--- src/rtl/button_debounce.sv ---
`default_nettype none
// ============================================================================
// Module   : button_debounce
// Purpose  : Debounces a synchronized button level; emits press, release,
//            long-press and auto-repeat single-cycle pulses.
// Revision : 1.0 - initial release
// ============================================================================
module button_debounce #(
    parameter logic [19:0] DEBOUNCE_CYCLES   = 20'd500000,
    parameter logic [31:0] LONG_PRESS_CYCLES = 32'd50000000,
    parameter logic [31:0] REPEAT_CYCLES     = 32'd10000000,
    parameter bit          REPEAT_EN         = 1'b1
) (
    input  logic clk,
    input  logic rst_n,
    input  logic i_sync,
    output logic o_level,
    output logic o_press_pulse,
    output logic o_release_pulse,
    output logic o_long_pulse,
    output logic o_repeat_pulse,
    output logic o_busy
);

    localparam logic [19:0] DEB_LAST  = DEBOUNCE_CYCLES - 20'd1;
    localparam logic [31:0] LONG_LAST = LONG_PRESS_CYCLES - 32'd1;
    localparam logic [31:0] REP_LAST  = REPEAT_CYCLES - 32'd1;

    typedef enum logic [1:0] {
        IDLE     = 2'd0,
        IDLE_ARM = 2'd1,
        HELD     = 2'd2,
        HELD_ARM = 2'd3
    } state_t;

    state_t      state, state_nxt;
    logic [19:0] deb_cnt, deb_nxt;
    logic [31:0] hold_cnt, hold_nxt;
    logic [31:0] rep_cnt, rep_nxt;
    logic        long_done, long_done_nxt;
    logic        level_nxt, press_nxt, release_nxt, long_nxt, repeat_nxt, busy_nxt;

    always_comb begin
        state_nxt     = state;
        deb_nxt       = deb_cnt;
        hold_nxt      = hold_cnt;
        rep_nxt       = rep_cnt;
        long_done_nxt = long_done;
        level_nxt     = o_level;
        press_nxt     = 1'b0;
        release_nxt   = 1'b0;
        long_nxt      = 1'b0;
        repeat_nxt    = 1'b0;

        case (state)
            IDLE: begin
                level_nxt = 1'b0;
                if (i_sync) begin
                    state_nxt = IDLE_ARM;
                    deb_nxt   = 20'd1;
                end
            end
            IDLE_ARM: begin
                if (!i_sync) begin
                    state_nxt = IDLE;
                    deb_nxt   = 20'd0;
                end else if (deb_cnt == DEB_LAST) begin
                    state_nxt     = HELD;
                    deb_nxt       = 20'd0;
                    level_nxt     = 1'b1;
                    press_nxt     = 1'b1;
                    hold_nxt      = 32'd0;
                    rep_nxt       = 32'd0;
                    long_done_nxt = 1'b0;
                    // A one-cycle long-press threshold is met by the press cycle itself.
                    if (LONG_LAST == 32'd0) begin
                        long_nxt      = 1'b1;
                        long_done_nxt = 1'b1;
                    end
                end else begin
                    deb_nxt = deb_cnt + 20'd1;
                end
            end
            HELD: begin
                // hold_cnt stops at LONG_LAST because counting ends once long_done is set.
                if (!long_done) begin
                    hold_nxt = hold_cnt + 32'd1;
                    if (hold_cnt + 32'd1 == LONG_LAST) begin
                        long_nxt      = 1'b1;
                        long_done_nxt = 1'b1;
                        rep_nxt       = 32'd0;
                    end
                end else if (REPEAT_EN) begin
                    if (rep_cnt == REP_LAST) begin
                        repeat_nxt = 1'b1;
                        rep_nxt    = 32'd0;
                    end else begin
                        rep_nxt = rep_cnt + 32'd1;
                    end
                end
                if (!i_sync) begin
                    state_nxt = HELD_ARM;
                    deb_nxt   = 20'd1;
                end
            end
            HELD_ARM: begin
                if (i_sync) begin
                    state_nxt = HELD;
                    deb_nxt   = 20'd0;
                end else if (deb_cnt == DEB_LAST) begin
                    state_nxt     = IDLE;
                    deb_nxt       = 20'd0;
                    level_nxt     = 1'b0;
                    release_nxt   = 1'b1;
                    hold_nxt      = 32'd0;
                    rep_nxt       = 32'd0;
                    long_done_nxt = 1'b0;
                end else begin
                    deb_nxt = deb_cnt + 20'd1;
                end
            end
            default: begin
                state_nxt = IDLE;
            end
        endcase

        busy_nxt = (state_nxt == IDLE_ARM) || (state_nxt == HELD_ARM);
    end

    always_ff @(posedge clk or negedge rst_n) begin
        if (!rst_n) begin
            state           <= IDLE;
            deb_cnt         <= 20'd0;
            hold_cnt        <= 32'd0;
            rep_cnt         <= 32'd0;
            long_done       <= 1'b0;
            o_level         <= 1'b0;
            o_press_pulse   <= 1'b0;
            o_release_pulse <= 1'b0;
            o_long_pulse    <= 1'b0;
            o_repeat_pulse  <= 1'b0;
            o_busy          <= 1'b0;
        end else begin
            state           <= state_nxt;
            deb_cnt         <= deb_nxt;
            hold_cnt        <= hold_nxt;
            rep_cnt         <= rep_nxt;
            long_done       <= long_done_nxt;
            o_level         <= level_nxt;
            o_press_pulse   <= press_nxt;
            o_release_pulse <= release_nxt;
            o_long_pulse    <= long_nxt;
            o_repeat_pulse  <= repeat_nxt;
            o_busy          <= busy_nxt;
        end
    end

endmodule
`default_nettype wire

--- config.mk ---
export PLATFORM = sky130hd
export DESIGN_NAME = button_debounce
export DESIGN_NICKNAME = d
export VERILOG_FILES = /design/src/rtl/button_debounce.sv
export SDC_FILE = /design/constraint.sdc
export NUM_CORES = 1
export LEC_CHECK = 0
export CAP_MARGIN = 20
export CORE_ASPECT_RATIO = 0.6
export CORE_MARGIN = 3
export CORE_UTILIZATION = 50
export DETAILED_ROUTE_END_ITERATION = 6
export GPL_TIMING_DRIVEN = 0
export HOLD_SLACK_MARGIN = 0.1
export PLACE_DENSITY = 0.76
export SLEW_MARGIN = 20
export SYNTH_ARGS = -nofsm -noshare
export SYNTH_HDL_FRONTEND = slang
export SYNTH_SLANG_ARGS = --single-unit
--- constraint.sdc ---
create_clock -name clk -period 3.2 [get_ports clk]
set_input_delay 0.32 -clock clk [delete_from_list [all_inputs] [get_ports clk]]
set_output_delay 0.32 -clock clk [all_outputs]
set_load 0.05 [all_outputs]
==> results of run 1 <==
final cells by class:
type,instances,area (sq um)
Buffer,28,135
Fill cell,920,4460
Inverter,35,131
Clock buffer,9,225
Tap cell,139,174
Timing Repair Buffer,12,131
Multi-Input combinational cell,501,3000
Sequential cell,92,2300
Clock inverter,5,103
cell families after synthesis:
logic type                 count (synthesis)  share of synthesized area [%]
and+or+nand+nor                          299                           28.3
AOI/OAI and AO/OA                        171                           19.3
DFF                                       92                           41.8
buffers and inverters                     67                           4.97
xor gates and xnor gates                  17                           2.70
adders and majority gates                  9                           2.04
muxes                                      5                          0.908
state kept, by name (all words and copies together), names as in the netlist:
name	flops
deb_cnt	20
hold_cnt	32
long_done	1
o_level	1
o_long_pulse	1
o_press_pulse	1
o_release_pulse	1
o_repeat_pulse	1
rep_cnt	32
state	2
worst max path at each step:
stage                startpoint      endpoint  slack, ns  cells past startpoint
floorplan           hold_cnt[1]    rep_cnt[6]       0.45                     10
global placement          rst_n    deb_cnt[2]      -1.54                      1
detailed placement   deb_cnt[0]  hold_cnt[20]      -0.15                     11
CTS                 hold_cnt[4]   rep_cnt[30]       0.02                      9
global route        hold_cnt[4]   rep_cnt[12]     -0.006                      9
finish              rep_cnt[27]   rep_cnt[13]       0.12                      9
cell usage in the layout (no fill, tap or decap), drive strengths merged, types with 12 or more instances in the layout:
cell	count
dfrtp	92
nand2	73
o21ai	68
nor2	44
nor3	41
nand3	40
inv	35
a31oi	31
clkbuf	31
nand4	19
and3	18
a21oi	17
a22o	16
nand2b	12
stage by stage:
stage / hold slack, ns / power (uW) / worst slack (ns) / TNS [ns] / instances
6_report: 0.403 / 3390 / 0.116 / 0 / 821
5_1_grt: 0.430 / 3550 / -0.00571 / -0.0128 / 821
4_1_cts: 0.412 / 3360 / 0.0152 / 0 / 824
3_5_place_dp: 0.210 / 2160 / -0.151 / -1.88 / 807
3_3_place_gp: 0.492 / 2110 / -1.54 / -141.82 / 806
2_1_floorplan: 0.0244 / 1850 / 0.446 / 0 / 660
power breakdown:
| part | internal (uW) | switching, uW |
|---|---|---|
| sequential | 1220 | 87.6 |
| clock | 753 | 451 |
| combinational | 235 | 648 |
| total | 2210 | 1190 |
per-layer routing:
metal / vias up / wire [microns] / GRT usage, %
li1: 2455 / - / -
met1: 2532 / 6950 / 36.6
met2: 256 / 6310 / 35.0
met3: 27 / 1370 / 6.31
met4: 0 / 243 / 7.84
met5: - / 0 / 0
what timing repair did:
item	CTS	global route
setup endpoints to repair	41	71
endpoints found under the hold margin	28	0
pin swaps	0	3
hold buffers	1	0
buffers inserted	2	1
cloned	0	0
resized for setup	3	19
==> flow_metrics.tcl, run 1 <==
set metrics [dict create \
    status "complete, no violations" \
    antennaDiodeCount 0 \
    yosysTopAreaCell "dfrtp_1" \
    cpMostUsedCell "nor3_1" \
    postSynthCellCount 660 \
    pin_count 9 \
    antenna_found_initial 0 \
    yosysTopAreaCellShare_pct 41.8 \
    tightestPinTransition_ns 0.986 \
    grt-ovfl-total 0 \
    grt_pass1_vias 4790 \
    ys.warnings.count 0 \
    rr_endpoint "rep_cnt[13]" \
    tritoncts "yes" \
    globalplace.congestion 0.954 \
    die_w_microns 142 \
    cts_htree_levels 3 \
    async_flop_share_pct 100 \
    skew_ns 0.00696 \
    yosysUniqueCellTypes 52 \
    synthTopCellsByCount "dfrtp_1, nand2_1, o21ai_0" \
    power_density_nw_per_um2 547 \
    rr_worst_depth 9 \
    clock_path_buffers 2 \
    p_leak_uw 0.00254 \
    drtIter0Drc 646 \
    synth_edf_count 0 \
    clock_latency_ns 0.35 \
    min_period_over_period_pct 96.4 \
    required_ns 3.43 \
    hp-class "input pin to async pin" \
    via_per_inst 6.42 \
    yosysSeqAreaShare_pct 41.8 \
    critPathArrivalTime_ns 3.31 \
    min_period_ns 3.08 \
    antenna_left 0 \
    r2r_slack_ns 0.12 \
    syn_nets 672 \
    setup_viol 0 \
    path_buf_inv 1 \
    cts.sinks 92 \
    finalWirelength_microns 14900 \
    cp_top_family "simple AND/OR/NAND/NOR gates" \
    fin_util_pct 58.2 \
    via_count 5270 \
    crit_path_end_kind "register" \
    cts_buffers 9 \
    drv_cap 0 \
    core-area_sq_um 10700 \
    crit_slowest_cell "or4b_2" \
    port_buffers 7 \
    clock.fmax_ghz 0.324 \
    grt_use_total_pct 24.6 \
    start_util_pct 51.7 \
    timing_worst_setup_path_type "register to register" \
    worstSetupStartpointType "register" \
    place_area_sq_um 5790 \
    cp_slowest_stage_delay_ns 0.64 \
    synth_most_common_cell "dfrtp_1" \
    crit_chain "or4b_2 > or4_1 > nor3_1 > nor2_1 > nand2_2 > buf_2 > nor3_1 > a31oi_1 > o21ai_0" \
    rows 29 \
    firstDrtPassIters 5 \
    grt_pass1_wl_microns 24400 \
    final_nets 691 \
    hold_viol_final 0 \
    hpwl_microns 10300 \
    die_area_sq_um 12400 \
    syn_area_per_cell_sq_um 8.35 \
    max_slew_margin_pct 33.7 \
    ir_drop_mv 0.424 \
    grt_max_degree 65 \
    netlist_area_sq_um 5510 \
    clkTransAtPathRegs_ns 0.07 \
    synth_ff_type "dfrtp_1" \
    root_buffer "clkbuf_16" \
    remaining_drc_errors 0 \
    wl_per_cell_microns 18.1 \
    synth.ff_latch_count 92 \
    final_area_sq_um 6210 \
    area_delta_synth_final_pct 12.5 \
    fp.dieH_microns 87.3 \
    crit_fanout 10 \
    drv_slew 0 \
    drive_gt1_share_pct 7.18 \
    yosys-top-cells-area "dfrtp_1, o21ai_0, nand2_1, nor3_1, nand3_1" \
    r2r_start "rep_cnt[27]" \
]
Note: power is estimated with default switching activity, not from simulation.
==> inputs of run 2 (changes only) <==
--- a/config.mk
+++ b/config.mk
@@ -12,7 +12,7 @@
 export DETAILED_ROUTE_END_ITERATION = 6
 export GPL_TIMING_DRIVEN = 0
 export HOLD_SLACK_MARGIN = 0.1
-export PLACE_DENSITY = 0.76
+export PLACE_DENSITY = 0.79
 export SLEW_MARGIN = 20
 export SYNTH_ARGS = -nofsm -noshare
 export SYNTH_HDL_FRONTEND = slang
==> constraint.sdc (replaced) <==
create_clock -name clk -period 2.5 [get_ports clk]
set_input_delay 0.25 -clock clk [delete_from_list [all_inputs] [get_ports clk]]
set_output_delay 0.25 -clock clk [all_outputs]
set_load 0.05 [all_outputs]
==> run 2 against run 1 <==
Effect of this change:
- the flow now finishes with violations (negative setup slack)
- clock skew up 0.00065 ns
- die area unchanged
- first-iteration DRC count up 11%
- setup slack worse by 0.58 ns
- flip-flop and latch count unchanged
- clock power up 8%
- design area up 9.2%
- highest routed layer unchanged
- utilization up 5.4 points
- critical endpoint is now rep_cnt[17]
==> flow_metrics.tcl, run 2 (same netlist as run 1, synthesis figures left out) <==
set metrics [dict create \
    status "finished with violations" \
    violations "negative setup slack" \
    grt_pass1_vias 5072 \
    antenna_left 0 \
    port_buffers 7 \
    clock_latency_ns 0.35 \
    regArea_sq_um 2310 \
    timing_worst_setup_path_type "register to register" \
    drtIter0Drc 719 \
    cts.sinks 92 \
    final_area_sq_um 6780 \
    clkTransAtPathRegs_ns 0.06 \
    hold_viol_final 0 \
    cp_top_family "compound AO/OA/AOI/OAI gates" \
    r2r_slack_ns -0.47 \
    die_w_microns 142 \
    drive_gt1_share_pct 20.0 \
    tightestPinTransition_ns 0.706 \
    place_ws_ns -0.677 \
    dp_cells 807 \
    setup_ws_ns -0.467 \
    via_per_inst 6.63 \
    max_slew_margin_pct 52.5 \
    place_area_sq_um 5810 \
    rr_worst_depth 9 \
    ir_drop_mv 0.482 \
    fin_cells 853 \
    start_util_pct 51.7 \
    rsz0062_at_grt "yes" \
    grt-ovfl-total 0 \
    final_nets 722 \
    die_area_sq_um 12400 \
    layout_common_cells "dfrtp_1, nand2_1, o21ai_0, buf_4, nor2_1" \
    multiInputGateArea_sq_um 3300 \
    power_density_nw_per_um2 674 \
    pin_count 9 \
    grt_pass1_wl_microns 25500 \
    crit_chain "nand4_1 > nor3_1 > a31oi_1 > a211o_1 > a2111o_1 > nor4_4 > o21a_4 > buf_6 > a31oi_1" \
    reg.largest.list "hold_cnt x32, rep_cnt x32, deb_cnt x20" \
    globalplace.congestion 0.960 \
    clock.fmax_ghz 0.337 \
    firstDrtPassIters 6 \
    finalWirelength_microns 16600 \
    root_buffer "clkbuf_16" \
    crit_path_end_kind "register" \
    cts_htree_levels 3 \
    required_ns 2.72 \
    grt_use_total_pct 25.8 \
    nFillCells 864 \
    final_common_cell "dfrtp_1" \
    area_delta_synth_final_pct 22.9 \
    drv_cap 0 \
    cp_slowest_stage_delay_ns 0.54 \
    grt_max_degree 77 \
    crit_fanout 9 \
    core-area_sq_um 10700 \
    via_count 5659 \
    min_period_ns 2.97 \
    r2r_start "hold_cnt[17]" \
    fin_util_pct 63.5 \
    rr_endpoint "rep_cnt[17]" \
    drv_slew 0 \
    antenna_found_initial 0 \
    clock_path_buffers 2 \
    setup_viol 34 \
    antennaDiodeCount 0 \
    hpwl_microns 10500 \
    path_buf_inv 1 \
    worstSetupStartpointType "register" \
    min_period_over_period_pct 119 \
    p_leak_uw 0.00278 \
    hp-class "input pin to async pin" \
    skew_ns 0.00761 \
    cpMostUsedCell "a31oi_1" \
    rows 29 \
    critPathArrivalTime_ns 3.18 \
    tritoncts "yes" \
    crit_slowest_cell "dfrtp_1" \
    wl_per_cell_microns 19.5 \
    fp.dieH_microns 87.3 \
    cts_buffers 9 \
    remaining_drc_errors 0 \
]
-- run 2: stage by stage --
step | setup TNS (ns) | power (uW) | hold slack, ns
finish | -14.13 | 4570 | 0.298
global route | -19.39 | 4780 | 0.306
CTS | -10.15 | 4340 | 0.301
detailed placement | -41.60 | 2770 | 0.0982
global placement | -237.62 | 2710 | 0.491
floorplan | -3.02 | 2390 | -0.0456
-- run 2: power breakdown --
part | internal [uW] | switching [uW] | leakage (uW)
Clock | 701 | 592 | 0.000136
Sequential | 1560 | 119 | 0.00115
Combinational | 605 | 994 | 0.00149
-- run 2: per-layer routing --
layer	global-route usage, %	share of wire, %	vias to the layer above	wire length [microns]
met4	6.18	1.8	0	301
met5	0	0	-	0
met1	38.7	43	2677	7210
li1	-	-	2534	-
met2	36.4	43	396	7180
met3	7.62	11	52	1910
-- run 2: worst max-delay path by stage --
stage                     depth (start not counted)          end  slack [ns]    startpoint
after floorplan                                  10  rep_cnt[29]       -0.12   hold_cnt[1]
after global placement                            1     state[0]       -2.53         rst_n
after detailed placement                         10  rep_cnt[28]       -0.68   hold_cnt[1]
after CTS                                        10  rep_cnt[17]       -0.34   hold_cnt[0]
after global routing                              9  rep_cnt[28]       -0.62  hold_cnt[17]
final                                             9  rep_cnt[17]       -0.47  hold_cnt[17]
-- run 2: cell type report --
cell class              count  share of cell area, %
clock inverters             5                  0.554
flip-flops and latches     92                   34.1
multi-input cells         501                   48.7
plain buffers              25                   2.71
inverters                  35                   2.01
well taps                 139                   2.57
clock buffers              10                   3.53
repair buffers             46                   5.81
-- run 2: what timing repair did --
item	4_1_cts	5_1_grt
endpoints found under the setup margin	89	79
hold endpoints to repair	92	0
hold buffers	1	0
cloned	3	0
pin swaps	14	13
gates resized for setup	56	61
setup buffers	19	15
==> inputs of run 3 (changes only) <==
--- a/config.mk
+++ b/config.mk
@@ -10,8 +10,8 @@
 export CORE_MARGIN = 3
 export CORE_UTILIZATION = 50
 export DETAILED_ROUTE_END_ITERATION = 6
-export GPL_TIMING_DRIVEN = 0
 export HOLD_SLACK_MARGIN = 0.1
+export MAX_ROUTING_LAYER = met4
 export PLACE_DENSITY = 0.79
 export SLEW_MARGIN = 20
 export SYNTH_ARGS = -nofsm -noshare
==> run 3 against run 2 <==
Effect of this change:
- the flow still finishes with violations (negative setup slack)
- cell count rose by 6.2%
- setup slack improved by 0.11 ns
- non-clock buffer count rose by 52
- clock skew rose by 0.0028 ns
- first-iteration DRC count fell by 33%
- hold slack improved by 0.18 ns
- critical path depth rose by 2
- largest cell class unchanged
- largest power group unchanged
==> flow_metrics.tcl, run 3 (same netlist as run 1, synthesis figures left out) <==
set metrics [dict create \
    antenna_left 0 \
    finalWirelength_microns 16100 \
    fp.dieH_microns 87.3 \
    final_area_sq_um 7040 \
    firstDrtPassIters 5 \
    place_ws_ns -0.409 \
    cts_buffers 9 \
    min_period_over_period_pct 114 \
    reg.largest.list "hold_cnt x32, rep_cnt x32, deb_cnt x20" \
    antennaDiodeCount 0 \
    hpwl_microns 11100 \
    power_density_nw_per_um2 655 \
    critPathArrivalTime_ns 3.09 \
    violations "negative setup slack" \
    clock_path_buffers 2 \
    crit_path_end_kind "register" \
    grt_max_degree 50 \
    hold_viol_final 0 \
    ir_drop_mv 0.508 \
    grt_use_total_pct 27.2 \
    grt_pass1_wl_microns 26000 \
    antenna_found_initial 0 \
    hp-class "input pin to async pin" \
    fin_cells 906 \
    tritoncts "yes" \
    max_slew_margin_pct 41.5 \
    root_buffer "clkbuf_16" \
    port_buffers 8 \
    pin_count 9 \
    grt-ovfl-total 0 \
    die_area_sq_um 12400 \
    core-area_sq_um 10700 \
    setup_viol 34 \
    clock.fmax_ghz 0.350 \
    crit_fanout 24 \
    r2r_slack_ns -0.36 \
    dp_cells 885 \
    final_common_cell "buf_4" \
    required_ns 2.73 \
    clkTransAtPathRegs_ns 0.07 \
    drtIter0Drc 484 \
    remaining_drc_errors 0 \
    setup_ws_ns -0.360 \
    start_util_pct 51.7 \
    final_nets 774 \
    grt_pass1_vias 5272 \
    via_count 5559 \
    min_period_ns 2.86 \
    wl_per_cell_microns 17.7 \
    timing_worst_setup_path_type "register to register" \
    cts.sinks 92 \
    globalplace.congestion 0.995 \
    place_area_sq_um 6510 \
    via_per_inst 6.14 \
    die_w_microns 142 \
    tightestPinTransition_ns 0.874 \
    drv_cap 0 \
    fin_util_pct 66.0 \
    rows 29 \
    cts_htree_levels 3 \
    skew_ns 0.0104 \
    drv_slew 0 \
    rsz0062_at_grt "yes" \
    status "finished with violations" \
    drive_gt1_share_pct 21.0 \
    area_delta_synth_final_pct 27.7 \
    p_leak_uw 0.00308 \
    worstSetupStartpointType "register" \
    nFillCells 836 \
    clock_latency_ns 0.35 \
    layout_common_cells "buf_4, dfrtp_1, nand2_1, o21ai_0, nor2_1" \
]
run 3: cell count changes in the layout (fill, tap and decap cells not counted), moves of 4 or more:
cell / change
buf_6: -6
a31oi_1: +4
o21ai_2: -7
nor3_2: -4
o21ai_0: +5
clkbuf_1: -8
dfrtp_2: -6
nor3_1: +5
buf_12: +4
dfrtp_1: +6
buf_4: +71
run 3: routing by layer:
layer / wire length [microns] / up-vias / global-route usage [%]
li1: - / 2626 / -
met1: 7540 / 2701 / 38.1
met2: 7210 / 212 / 40.8
met3: 1170 / 20 / 5.32
met4: 156 / 0 / 7.06
met5: 0 / - / -
run 3: stage by stage:
stage	hold WS, ns	total power (uW)	TNS [ns]
global route	0.535	4800	-14.51
CTS	0.511	4560	-9.98
floorplan	-0.0456	2390	-3.02
detailed placement	0.325	2950	-12.24
global placement	0.322	2890	-8.88
finish	0.473	4610	-10.77
run 3: worst paths after layout:
check                                 start           end  depth (start not counted)
worst max-delay path            hold_cnt[0]   rep_cnt[20]                         11
worst max register to register  hold_cnt[0]   rep_cnt[20]                         11
worst min register to register   deb_cnt[4]    deb_cnt[4]                          1
worst min-delay path                  rst_n  hold_cnt[18]                          2
max in group asynchronous             rst_n   hold_cnt[0]                          3
min in group clk                 deb_cnt[4]    deb_cnt[4]                          1
run 3: what timing repair did:
action | in CTS | in global routing
gates resized for setup | 15 | 15
setup buffers | 1 | 2
cloned | 1 | 0
setup endpoints to repair | 65 | 59
pin swaps | 3 | 1
hold buffers | 1 | 0
endpoints found under the hold margin | 47 | 0
run 3: cell type report:
class	instances	area (sq um)	share of cell area, %
well taps	139	174	2.47
inverters	35	131	1.87
repair buffers	123	1020	14.5
clock inverters	5	83.8	1.19
clock buffers	11	233	3.31
flip-flops and latches	92	2300	32.7
multi-input cells	501	3090	43.9
run 3: worst max-delay path: stages, from the launching register on:
cell	delay, ns
dfrtp_2	0.44
ha_4	0.18
nand4_1	0.21
buf_4	0.17
buf_4	0.10
nand4b_1	0.11
a211o_1	0.30
a2111o_1	0.39
nor4_4	0.35
o21a_2	0.22
buf_12	0.17
o21ai_1	0.10
run 3: power by group:
group          switching (uW)  internal [uW]  leakage, uW
clock network             605            881     0.000146
logic                     895            595      0.00178
registers                78.1           1560      0.00116
total                    1580           3040      0.00308
==> patch 1 (settings of run 2) <==
Make the reset (`rst_n`) synchronous in one clocked block.
--- a/src/rtl/button_debounce.sv
+++ b/src/rtl/button_debounce.sv
@@ -127,7 +127,7 @@
         busy_nxt = (state_nxt == IDLE_ARM) || (state_nxt == HELD_ARM);
     end
 
-    always_ff @(posedge clk or negedge rst_n) begin
+    always_ff @(posedge clk) begin
         if (!rst_n) begin
             state           <= IDLE;
             deb_cnt         <= 20'd0;
Check against the original RTL: differs if rst_n is asserted again (counterexample within 4 cycles, from zero or initial values and one cycle with rst_n low); with rst_n held inactive, the same outputs for 4 cycles.
==> patch 1 against run 2 <==
- the flow still finishes with violations (setup timing)
- area after synthesis fell by 5.2%
- sequential share of layout area down 5.5 points
- routed wire length is 3.7% lower
- worst setup slack improved by 33 ps
- sequential cell count stayed put
- non-clock buffer count grew 9
- cell area fell by 3.9%
- core utilization increased by 1.5 points
- global-route usage up 0.055 points
- via count down 0.74%
- fmax grew 1.1%
- critical path type unchanged
- largest cell class unchanged
Power is not compared: it rests on default switching activity, and its combinational part moved more than twofold at a synthesized area within 25%.
==> patch 1: results <==
status:
  violations: "setup timing"
  status: "finished with violations"
cells_and_area:
  buf_share_pct: 10.1
  drive_gt1_share_pct: 20.6
  regArea_um2: 1870
  final-clk-cell-share_pct: 4.44
  num-nonclk-inverters: 8
  multi_input_area_share_pct: 53.8
  fill_cells: 821
  num-multi-input-gates: 528
  fin_nets: 726
cts:
  cts.repair.resized: 37
  cts_setup_buffers: 18
yosys:
  netlist_instances: 663
  synth.net_count: 670
  async_flop_share_pct: 0
  synth_commonest_cells: "dfxtp_1 (92), nand2_1 (71), nor2_1 (59), o21ai_0 (55), and3_1 (39)"
  synthTopCellsByArea: "dfxtp_1 (35%), o21ai_0 (5.3%), nand2_1 (5.1%), and3_1 (4.7%), nor2_1 (4.2%)"
  synth-main-ff-cell: "dfxtp_1"
  yosysUniqueCellTypes: 59
route:
  drt-total-wl_um: 16000
  vias: 5617
  wl_met1_um: 7030
  wl_met2_um: 6970
min_path:
  hold_path.class: "flop to flop"
grt:
  grt_pass1_vias: 5155
  use_met3_pct: 5.97
  grt_usage_pct: 25.8
  met2_usage_pct: 38.6
worst_setup_path:
  endpoint: "rep_cnt[3]$_SDFFE_PN0P_"
  crit_path_max_incr_delay_ps: 480
  cp_slowest_cell: "nor4_4"
timing:
  setup_viol: 34
  tightest_slew_ps: 694
  worst_slack_ps: -435
  clock_skew_ps: 9.24
placed_design:
  gp_congestion: 0.965
  dp_cells: 806
-- patch 1: cells by family (layout without fill, tap and decap cells) --
kind of cell / Yosys count / count (layout) / synth area share, %
AND/OR/NAND/NOR: 333 / 333 / 34.7
buffers and inverters: 43 / 104 / 3.83
multiplexers: 3 / 3 / 0.598
flip-flops: 92 / 92 / 35.2
XOR/XNOR: 25 / 25 / 4.19
AO/OA/AOI/OAI: 163 / 163 / 20.5
adder cells (fa/ha/maj): 4 / 4 / 0.957
-- patch 1: stage by stage --
stage	worst slack [ps]	util (%)	setup TNS, ps	cell area, um2
5_1_grt	-496	65.0	-14200	6520
2_1_floorplan	-170	-	-3240	5310
3_5_place_dp	-617	55.5	-31150	5560
6_report	-435	65.0	-11590	6520
3_3_place_gp	-593	55.5	-29480	5560
4_1_cts	-262	61.5	-5780	6160
==> patch 2 (settings of run 2) <==
Without the edit above. The parameter `REPEAT_EN` goes from 1'b1 to 1'b0.
--- a/src/rtl/button_debounce.sv
+++ b/src/rtl/button_debounce.sv
@@ -9,7 +9,7 @@
     parameter logic [19:0] DEBOUNCE_CYCLES   = 20'd500000,
     parameter logic [31:0] LONG_PRESS_CYCLES = 32'd50000000,
     parameter logic [31:0] REPEAT_CYCLES     = 32'd10000000,
-    parameter bit          REPEAT_EN         = 1'b1
+    parameter bit          REPEAT_EN         = 1'b0
 ) (
     input  logic clk,
     input  logic rst_n,
Behaviour: same outputs for any inputs over 10 cycles, from zero or initial values and one cycle with rst_n low; that may be too few to reach the edited logic, so the function may still have changed.
==> patch 2 against run 2 <==
- power decreased by 15%
- area after synthesis down 30%
- fmax is 21% higher
- routed wire length fell by 39%
- cell area is 32% lower
- worst hold slack better by 93 ps
- sequential cell count fell by 32
- worst setup slack gained 520 ps
- critical endpoint is now long_done$_DFFE_PN0P_
==> patch 2: results <==
status:
  status: "finished, final reports clean"
worst_setup_path:
  crit_path_max_incr_delay_ps: 540
  cp_max_fo: 2
  r2r_slack_ps: 50
  crit_start: "hold_cnt[1]$_DFFE_PN0P_"
  arrival_ps: 2710
  crit_family: "simple AND/OR/NAND/NOR gates"
  endpoint: "long_done$_DFFE_PN0P_"
  ff2ff_path_depth: 8
  cp_slowest_cell: "or4_4"
timing:
  slew_headroom_pct: 62.5
  hold_slack_ps: 391
  clock_skew_ps: 7.58
cells_and_area:
  n_antenna_cell: 0
  fin_nets: 477
  drive_gt1_share_pct: 21.2
  fill_cells: 599
  top_regs: "hold_cnt: 32 flops, deb_cnt: 20 flops, state: 2 flops"
cts:
  cts_buffers: 9
  clock_latency_ps: 340
  cts.root.buffer_cell: "clkbuf_16"
  cts_buffer_depth: 2
  clk_pin_slew_ps: 60
  htree_levels: 3
yosys:
  synthTopCellsByArea: "dfrtp_1 (39%), o21ai_0 (5.3%), nand2_1 (4.8%), a22o_1 (4.3%), nand3_1 (3.6%)"
  synth_compound_area_share_pct: 19.6
  async_flop_share_pct: 100
  synthAdderAreaFrac_pct: 2.60
  synthXorXnorAreaFrac_pct: 3.38
  synth_edf_count: 0
  synth_commonest_cells: "dfrtp_1 (60), nand2_1 (49), o21ai_0 (41), nor2_1 (31), nand3_1 (28)"
  yosys_warnings: 0
  synth.net_count: 450
  muxShareOfSynthArea_pct: 2.57
  yosysUniqueCellTypes: 69
  ys_seq_area_share_pct: 39.0
power:
  power.share.sequential_pct: 30.0
  p_clk_w: 0.00129
  p_sw_w: 0.00147
  total_leakage_power_nw: 1.84
  vdd_ir_drop_max_uv: 653
  power_w: 0.00386
route:
  vias: 3534
  detail_route.iter0.violations: 261
  drt-total-wl_um: 10200
  drt-pass1-iter-count: 5
grt:
  antenna_found_initial: 0
  grt_usage_pct: 24.3
  grt_first_pass_wirelength_um: 16700
  grt_max_degree: 32
  grt_pass1_vias: 3292
placed_design:
  placed_cell_area_um2: 4070
  gp_congestion: 0.895
  dpl.hpwl_um: 6940
  io_buffers: 6
min_path:
  hold_path.class: "input pin to asynchronous set/reset pin"
[patch 2: changes by cell type after synthesis, moves of 5 or more]
cell,delta
nand2b_1,-5
nor3_1,-39
nand2_1,-24
clkbuf_1,-11
and3_1,-10
dfrtp_1,-32
nand3_1,-12
o21ai_1,-7
a31oi_1,-30
xnor2_1,-5
nor2_1,-13
inv_1,-24
o21ai_0,-19
[patch 2: timing repair]
| item | CTS | global route |
|---|---|---|
| gates resized for setup | 18 | 45 |
| pin swaps | 6 | 5 |
| hold endpoints to repair | 29 | 0 |
| setup buffers | 10 | 4 |
| setup endpoints to repair | 38 | 52 |
| hold buffers | 1 | 0 |
[patch 2: routing by layer]
layer  global-route usage [%]  part of all wire (%)  vias to the layer above
met1                     36.4                    48                     1701
met3                     8.21                   9.2                       13
met2                     34.1                    42                      152
met4                     5.65                  0.95                        0
li1                         -                     -                     1668
met5                        0                     0                        -
[patch 2: final cells by class]
| class | count | area (um2) | share of cell area (%) |
|---|---|---|---|
| multi-input combinational | 339 | 2290 | 49.4 |
| sequential | 60 | 1510 | 32.6 |
| clock buffer | 15 | 278 | 5.99 |
| timing repair buffer | 22 | 193 | 4.15 |
| buffer | 23 | 165 | 3.56 |
| tap | 104 | 130 | 2.80 |
| inverter | 11 | 41.3 | 0.890 |
| clock inverter | 1 | 30.0 | 0.647 |
[patch 2: metrics by stage]
step                      cells  worst slack [ps]  setup TNS [ps]
after floorplan             439              3.68               0
after global placement      549             -1010          -54770
after detailed placement    550              -342           -8910
after CTS                   576             -90.6            -125
after global routing        575             -73.4            -185
final                       575              53.3               0
[patch 2: worst reg2reg max path: stages, from the launching register on]
cell	delay, ps
dfrtp_2	390
ha_4	160
nand4_4	100
or4_4	540
or4_4	470
xnor2_2	160
nor4_2	210
nand4_1	190
a21oi_1	160
